**src/rtl/game_pkg.sv**
```systemverilog
// game_pkg: shared screen constants, run-state encoding and dinosaur geometry defaults
package game_pkg;

    localparam int SCREEN_W = 640;
    localparam int SCREEN_H = 480;
    localparam int GROUND_Y = 400;

    localparam int DEF_DINO_X  = 80;
    localparam int DEF_DINO_W  = 40;
    localparam int DEF_DINO_H  = 43;
    localparam int DEF_JUMP_V  = 14;
    localparam int DEF_GRAVITY = 1;

    typedef enum logic [1:0] {IDLE, RUN, AIR} state_t;

endpackage

```
**src/rtl/dino_jump_sync_edge.sv**
```systemverilog
// sync_edge: two-flop synchroniser for an asynchronous input followed by a one-cycle rising-edge pulse
module sync_edge (
    input  logic i_clk,
    input  logic i_rst,
    input  logic i_async,
    output logic o_pulse
);

    logic [2:0] r_sh;

    // Two metastability flops, then a third flop holding the previous synchronised level.
    always_ff @(posedge i_clk) begin
        if (i_rst) r_sh <= '0;
        else       r_sh <= {r_sh[1:0], i_async};
    end

    assign o_pulse = r_sh[1] & ~r_sh[2];

endmodule

```
**src/rtl/dino_jump.sv**
```systemverilog
// dino_jump: game run state, per-frame jump physics and registered dinosaur sprite pixel
module dino_jump
    import game_pkg::*;
#(
    parameter int DINO_X  = DEF_DINO_X,
    parameter int DINO_W  = DEF_DINO_W,
    parameter int DINO_H  = DEF_DINO_H,
    parameter int JUMP_V  = DEF_JUMP_V,
    parameter int GRAVITY = DEF_GRAVITY
) (
    input  logic       CLK,
    input  logic       RESET,
    input  logic       fresh,
    input  logic       button_jump,
    input  logic [8:0] row_addr,
    input  logic [9:0] col_addr,
    output logic       game_status,
    output logic       px
);

    logic       w_tick;
    logic       w_btn;
    state_t     r_state;
    state_t     w_state_b;
    state_t     w_state_n;
    logic [7:0] r_h;
    logic [7:0] w_h_n;
    logic [5:0] r_v;
    logic [5:0] w_v_b;
    logic [5:0] w_v_n;
    logic [8:0] w_sum;
    logic       w_btn_run;
    logic       w_land;
    logic       w_step;
    logic [9:0] w_rh;
    logic       w_px_n;

    sync_edge u_sync_fresh (
        .i_clk   (CLK),
        .i_rst   (RESET),
        .i_async (fresh),
        .o_pulse (w_tick)
    );

    sync_edge u_sync_btn (
        .i_clk   (CLK),
        .i_rst   (RESET),
        .i_async (button_jump),
        .o_pulse (w_btn)
    );

    // State and physics registers.
    always_ff @(posedge CLK) begin
        if (RESET) begin
            r_state <= IDLE;
            r_h     <= '0;
            r_v     <= '0;
        end else begin
            r_state <= w_state_n;
            r_h     <= w_h_n;
            r_v     <= w_v_n;
        end
    end

    // The button acts first; a coincident frame tick then steps the physics in the resulting state.
    always_comb begin
        w_btn_run = r_state == RUN && w_btn;
        w_state_b = (r_state == IDLE && w_btn) ? RUN : w_btn_run ? AIR : r_state;
        w_v_b     = w_btn_run ? 6'(JUMP_V) : r_v;
        w_sum     = {1'b0, r_h} + {{3{w_v_b[5]}}, w_v_b};
        w_land    = w_sum[8] || w_sum == '0;
        w_step    = w_tick && w_state_b == AIR;
        w_state_n = (w_step && w_land) ? RUN : w_state_b;
        w_h_n     = !w_step ? r_h : w_land ? '0 : w_sum[7:0];
        w_v_n     = !w_step ? w_v_b : w_land ? '0 : w_v_b - 6'(GRAVITY);
    end

    // Box test on row+h avoids a signed subtraction when the dinosaur rises.
    always_comb begin
        w_rh   = {1'b0, row_addr} + {2'b0, r_h};
        w_px_n = row_addr < 9'(SCREEN_H) && col_addr < 10'(SCREEN_W)
              && col_addr >= 10'(DINO_X) && col_addr < 10'(DINO_X + DINO_W)
              && w_rh >= 10'(GROUND_Y - DINO_H) && w_rh < 10'(GROUND_Y);
    end

    // Pixel output register, one clock behind the scan address.
    always_ff @(posedge CLK) begin
        if (RESET) px <= 1'b0;
        else       px <= w_px_n;
    end

    assign game_status = r_state != IDLE;

endmodule

```
**config.mk**
```make
export PLATFORM = sky130hd
export DESIGN_NAME = dino_jump
export DESIGN_NICKNAME = d
export VERILOG_FILES = /design/src/rtl/game_pkg.sv /design/src/rtl/dino_jump_sync_edge.sv /design/src/rtl/dino_jump.sv
export SDC_FILE = /design/constraint.sdc
export NUM_CORES = 1
export LEC_CHECK = 0
export ABC_CLOCK_PERIOD_IN_PS = 3700
export BUFFER_PORTS_ARGS = -buffer_cell sky130_fd_sc_hd__buf_2
export CAP_MARGIN = 20
export CORE_UTILIZATION = 30
export DETAILED_ROUTE_END_ITERATION = 8
export GPL_TIMING_DRIVEN = 0
export SYNTH_ARGS = -nofsm -noshare
export SYNTH_HDL_FRONTEND = slang
export SYNTH_SLANG_ARGS = --single-unit
```
**constraint.sdc**
```tcl
create_clock -name CLK -period 3.7 [get_ports CLK]
set_input_delay 0.74 -clock CLK [delete_from_list [all_inputs] [get_ports CLK]]
set_output_delay 0.74 -clock CLK [all_outputs]
set_load 0.02 [all_outputs]
```
==> results of run 1 <==
through the flow:
step / util, % / cells / power [mW]
floorplan: - / 221 / 0.295
global placement: 34.2 / 316 / 0.315
detailed placement: 34.2 / 316 / 0.315
CTS: 35.2 / 321 / 0.487
global route: 35.6 / 321 / 0.506
finish: 35.6 / 321 / 0.481
final cells by class:
cell class	instances	share of cell area, %
clock buffer	3	1.96
inverter	14	2.50
timing repair buffer	21	5.11
clock inverter	1	0.357
multi-input combinational	175	61.7
buffer	9	2.02
tap	75	4.46
sequential	23	21.9
how the worst max path moves through the flow:
stage / end / cells past startpoint / from / slack, ns
2_1_floorplan: r_state[1]$_SDFF_PP0_ / 12 / r_state[1]$_SDFF_PP0_ / 0.44
3_3_place_gp: r_state[1]$_SDFF_PP0_ / 12 / r_state[1]$_SDFF_PP0_ / -0.02
3_5_place_dp: r_state[1]$_SDFF_PP0_ / 12 / r_state[1]$_SDFF_PP0_ / -0.01
4_1_cts: r_state[1]$_SDFF_PP0_ / 13 / r_state[1]$_SDFF_PP0_ / 0.08
5_1_grt: r_v[5]$_SDFF_PP0_ / 13 / r_state[0]$_SDFF_PP0_ / 0.04
6_report: r_v[4]$_SDFF_PP0_ / 13 / r_state[0]$_SDFF_PP0_ / 0.30
cell families after synthesis:
kind of cell	Yosys count	share of synthesized area (%)
xor+xnor	12	5.73
compound gates	62	25.3
simple gates	80	23.6
mux	4	2.73
buf+inv	23	5.19
flops	23	25.1
fa+ha+maj	17	12.4
flip-flops by register name (all words and copies together), names as in the netlist:
name	count
u_sync_btn.r_sh	3
r_v	6
px	1
r_h	8
u_sync_fresh.r_sh	3
r_state	2
power by group:
| group | switching (mW) | total [mW] | leakage (nW) | internal (mW) |
|---|---|---|---|---|
| combinational | 0.0298 | 0.0570 | 0.612 | 0.0272 |
| clock | 0.0931 | 0.170 | 0.0217 | 0.0765 |
| sequential | 0.00319 | 0.255 | 0.186 | 0.251 |
| total | 0.126 | 0.481 | 0.821 | 0.355 |
per-layer routing:
metal | track usage [%] | vias up | routed length, µm
li1 | - | 866 | -
met4 | 3.04 | 0 | 19
met1 | 16.8 | 732 | 1920
met2 | 21.9 | 30 | 1850
met5 | 0 | - | 0
met3 | 3.07 | 2 | 140
critical path, stage by stage, from the launching register on:
cell	delay, ns
dfxtp_1	0.46
nand4bb_4	0.17
nand2_1	0.14
inv_1	0.06
ha_1	0.20
fa_1	0.41
nand3_1	0.21
o211ai_4	0.16
a211oi_2	0.34
xor2_1	0.11
or3_4	0.35
a2111oi_4	0.34
buf_4	0.21
a2111oi_0	0.09
cells in the final DEF (no fill, tap or decap), drive strengths merged, types with 9 or more instances in the layout:
cell and count:
nor2 26, dfxtp 23, buf 23, a21oi 15, inv 14, ha 14, o21ai 10, clkbuf 10
nor2b 9, xnor2 9
repair_timing:
item / in CTS / in global routing
setup endpoints to repair: 7 / 13
setup buffers: 1 / 0
pin swaps: 1 / 0
gates resized for setup: 0 / 3
==> out/summary.txt, run 1 <==
Share of the yosys chip area belonging to registers = 25.1%
Die Wd = 80.2 µm
CP Launch Type = flop
Post-synthesis instance total = 221
CTS tree = yes
Reg2Reg Setup Slack = 0.30 ns
Starting DRT DRC Count = 44
Layout area overhead = 14.9%
Clk_lat worst skew = 0.28 ns
Synth unique cells = 50
Reg-to-reg endpoint = r_v[4]$_SDFF_PP0_
Diodes inserted = 0
DP Wirelength = 3060 µm
H-Tree Depth = 1
IO Pins = 25
Wire length per cell = 12.2 µm
Post-synth net total = 260
First-pass GRT wire length = 6580 µm
Clock buffer depth = 2
Hold buffers post-CTS = 0
Final instance area = 0.00211 mm²
Worst Path Required = 3.84 ns
Avg Cell Area, Syn = 8.29 µm²
Slack of the critical path = 0.301 ns
Most frequent cell after synthesis = nor2_1
Worst hold slack = 0.445 ns
Area leader, netlist = dfxtp_1
Vias/cell = 5.08
Std cell rows = 28
Worst Hold Class = flop to flop
Share of cells above drive strength 1 = 17.1%
RSZ-0062 raised after global routing = no
R2R depth = 13
Hold_sp = u_sync_btn.r_sh[0]$_SDFF_PP0_
Register Area = 460 µm²
Total GRT Usage = 13.1%
Post-route minimum period = 3.40 ns
Slew headroom = 61.3%
Core footprint = 0.00592 mm²
CP max FO = 8
Hold EP = u_sync_btn.r_sh[1]$_SDFF_PP0_
Die area = 0.00643 mm²
DRC = 0
Flops & latches, synth = 23
Final setup vio count = 0
Fill count = 618
Root Driver = clkbuf_8
Top FF cell, synth = dfxtp_1
Dpl cell area = 0.00203 mm²
Max Transition Viols Final = 0
Post-synth top area share = 25.1%
Leak Pwr = 0.821 nW
Number of global-route vias before repair = 1458
Slew at the pin closest to its max-slew limit = 0.570 ns
Port-buffer cells = 20
Largest net degree at the start of global routing = 15
Initial Util = 31.0%
Status = finished clean
First-pass DRT Iterations = 4
Fmax = 0.294 GHz
Number of synthesized flops with an enable pin = 0
MaxCap Viol Count = 0
Initial antenna violation count = 0
RePlAce Congestion = 0.833
Setup TNS Final = 0 ns
Clock transition at the registers of the reported paths = 0.10 ns
Final nets = 286
Peak supply drop = 0.160 mV
CP Capture Type = flop
Most frequent cells after synthesis = nor2_1, dfxtp_1, a21oi_1, ha_1, inv_1
Clk sinks = 23
Final hold vios = 0
Synth top area cells = dfxtp_1, ha_1, nor2_1
Multi-input logic area = 0.00130 mm²
Synthesis Warnings = 0
Ys async rst share = 0%
Final WL = 3930 µm
Post-synthesis cell area = 0.00183 mm²
Hold depth = 1
Via Count = 1630
Place WS = -0.0144 ns
Power density over the cells = 229 mW/mm²
Antenna Violating Nets Remaining = 0
Type of the worst setup path = flop to flop
Clock skew = 0.00806 ns
Crit path DAT = 3.54 ns
Die Span Y = 80.2 µm
Total CTS buffers = 3
Worst R2R Start = r_state[0]$_SDFF_PP0_
Final Cycle Share = 91.9%
GRT overflow = 0
(Power assumes the default switching activity.)
==> run 2, diff against run 1 <==
--- a/config.mk
+++ b/config.mk
@@ -5,10 +5,11 @@
 export SDC_FILE = /design/constraint.sdc
 export NUM_CORES = 1
 export LEC_CHECK = 0
-export ABC_CLOCK_PERIOD_IN_PS = 3700
+export ABC_CLOCK_PERIOD_IN_PS = 3850
 export BUFFER_PORTS_ARGS = -buffer_cell sky130_fd_sc_hd__buf_2
 export CAP_MARGIN = 20
 export CORE_UTILIZATION = 30
+export CTS_BUF_LIST = sky130_fd_sc_hd__clkbuf_4
 export DETAILED_ROUTE_END_ITERATION = 8
 export GPL_TIMING_DRIVEN = 0
 export SYNTH_ARGS = -nofsm -noshare
==> constraint.sdc (replaced) <==
create_clock -name CLK -period 3.85 [get_ports CLK]
set_input_delay 0.77 -clock CLK [delete_from_list [all_inputs] [get_ports CLK]]
set_output_delay 0.77 -clock CLK [all_outputs]
set_load 0.02 [all_outputs]
==> out/summary.txt, run 2 (synthesis results as in run 1) <==
Power density over the cells = 205 mW/mm²
Die area = 0.00643 mm²
Clock skew = 0.0116 ns
Leading cell type in the layout, fill and taps excluded = nor2_1
DP Wirelength = 3060 µm
Slew at the pin closest to its max-slew limit = 0.588 ns
Max Transition Viols Final = 0
WP buf/inv = 3
Worst Path Required = 4.06 ns
Largest delay share family, worst path = compound AO/OA/AOI/OAI gates
Non-Filler Instances = 321
MaxCap Viol Count = 0
Status = finished clean
RePlAce Congestion = 0.833
Fill count = 620
Final nets = 286
Fmax = 0.277 GHz
CP Launch Type = flop
Number of flip-flops in the largest register = 8
Core footprint = 0.00592 mm²
Total GRT Usage = 13.0%
GRT overflow = 0
Post-cts sizing count = 0
Placed insts = 316
Biggest regs = r_h: 8 flops, r_v: 6 flops
Via Count = 1628
Final hold vios = 0
Total CTS buffers = 3
Share of cells above drive strength 1 = 15.9%
Slew headroom = 60.0%
Initial Util = 31.0%
First-pass DRT Iterations = 4
Setup TNS Final = 0 ns
RSZ-0062 raised after global routing = no
Wire length per cell = 12.2 µm
Clock buffer depth = 2
Final Cycle Share = 93.6%
Die Wd = 80.2 µm
Starting DRT DRC Count = 50
Hold buffers post-CTS = 0
First-pass GRT wire length = 6570 µm
Clock transition at the registers of the reported paths = 0.15 ns
Largest net degree at the start of global routing = 15
Most frequent cells in the layout = nor2_1, dfxtp_1, buf_2, a21oi_1
Peak supply drop = 0.0978 mV
Post-route minimum period = 3.60 ns
CTS tree = yes
Max incr delay on CP = 0.41 ns
Worst Hold Class = flop to flop
Final WL = 3900 µm
Die Span Y = 80.2 µm
Slowest stage cell on the critical path = dfxtp_1
Diodes inserted = 0
Layout area overhead = 12.6%
Critical path cell sequence = and4bb_1, buf_6, nor2_1, inv_1, ha_1, a21oi_1, o211ai_4, a211oi_2, xor2_1, or3_4, a2111oi_4, buf_4, a2111oi_0
Crit path DAT = 3.81 ns
Vias/cell = 5.07
H-Tree Depth = 1
Clk_lat worst skew = 0.33 ns
Initial antenna violation count = 0
DRC = 0
Antenna Violating Nets Remaining = 0
Port-buffer cells = 20
CP max FO = 9
IO Pins = 25
Std cell rows = 28
Leak Pwr = 0.811 nW
Type of the worst setup path = flop to flop
Final setup vio count = 0
Clk sinks = 23
CP Capture Type = flop
Number of global-route vias before repair = 1461
Register with the most flip-flops = r_h
Root Driver = clkbuf_4
## run 2: cell counts in the layout (fill, tap and decap cells not counted)
No cell type changed its count.
## run 2: layer usage
metal | GRT usage (%) | vias up | share of wire, %
met3 | 3.07 | 4 | 3.4
li1 | - | 865 | -
met5 | 0 | - | 0
met4 | 3.04 | 0 | 0.79
met2 | 22.1 | 29 | 47
met1 | 16.5 | 730 | 49
## run 2: where the power goes
group | internal [mW] | switching (mW) | total, mW
combinational | 0.0257 | 0.0284 | 0.0541
clock | 0.0398 | 0.0844 | 0.124
sequential | 0.242 | 0.00233 | 0.244
## run 2: per-stage QoR
step	setup slack, ns	power [mW]	hold slack (ns)	area [µm²]	utilization (%)
global route	0.00688	0.450	0.474	2060	34.9
CTS	0.113	0.429	0.459	2060	34.7
detailed placement	0.136	0.303	0.426	2030	34.2
floorplan	0.594	0.284	0.414	1830	-
global placement	0.127	0.302	0.417	2030	34.2
finish	0.246	0.423	0.455	2060	34.9
## run 2: what timing repair did
item | in CTS | in global routing
endpoints found under the setup margin | 0 | 8
buffers inserted | 0 | 1
hold endpoints to repair | 0 | 0
## run 2: area by class of cell
class / instances / area, µm² / share of cell area [%]
clock inverter: 1 / 7.51 / 0.364
multi-input combinational: 175 / 1280 / 61.9
sequential: 23 / 460 / 22.3
tap: 75 / 93.8 / 4.55
clock buffer: 3 / 22.5 / 1.09
buffer: 9 / 42.5 / 2.06
inverter: 14 / 52.6 / 2.55
timing repair buffer: 21 / 108 / 5.21
## run 2: worst reg2reg max path: stages, from the launching register on
cell       delay, ns
dfxtp_1         0.41
and4bb_1        0.21
buf_6           0.14
nor2_1          0.24
inv_1           0.13
ha_1            0.34
a21oi_1         0.37
o211ai_4        0.19
a211oi_2        0.36
xor2_1          0.11
or3_4           0.35
a2111oi_4       0.34
buf_4           0.21
a2111oi_0       0.10
## run 2: path summary, 6_finish.rpt
kind | from | to | slack, ns | cells past startpoint
worst max-delay path | r_state[1]$_SDFF_PP0_ | r_v[4]$_SDFF_PP0_ | 0.25 | 13
worst min-delay path | u_sync_btn.r_sh[0]$_SDFF_PP0_ | u_sync_btn.r_sh[1]$_SDFF_PP0_ | 0.45 | 1
worst max register to register | r_state[1]$_SDFF_PP0_ | r_v[4]$_SDFF_PP0_ | 0.25 | 13
worst min register to register | u_sync_btn.r_sh[0]$_SDFF_PP0_ | u_sync_btn.r_sh[1]$_SDFF_PP0_ | 0.45 | 1
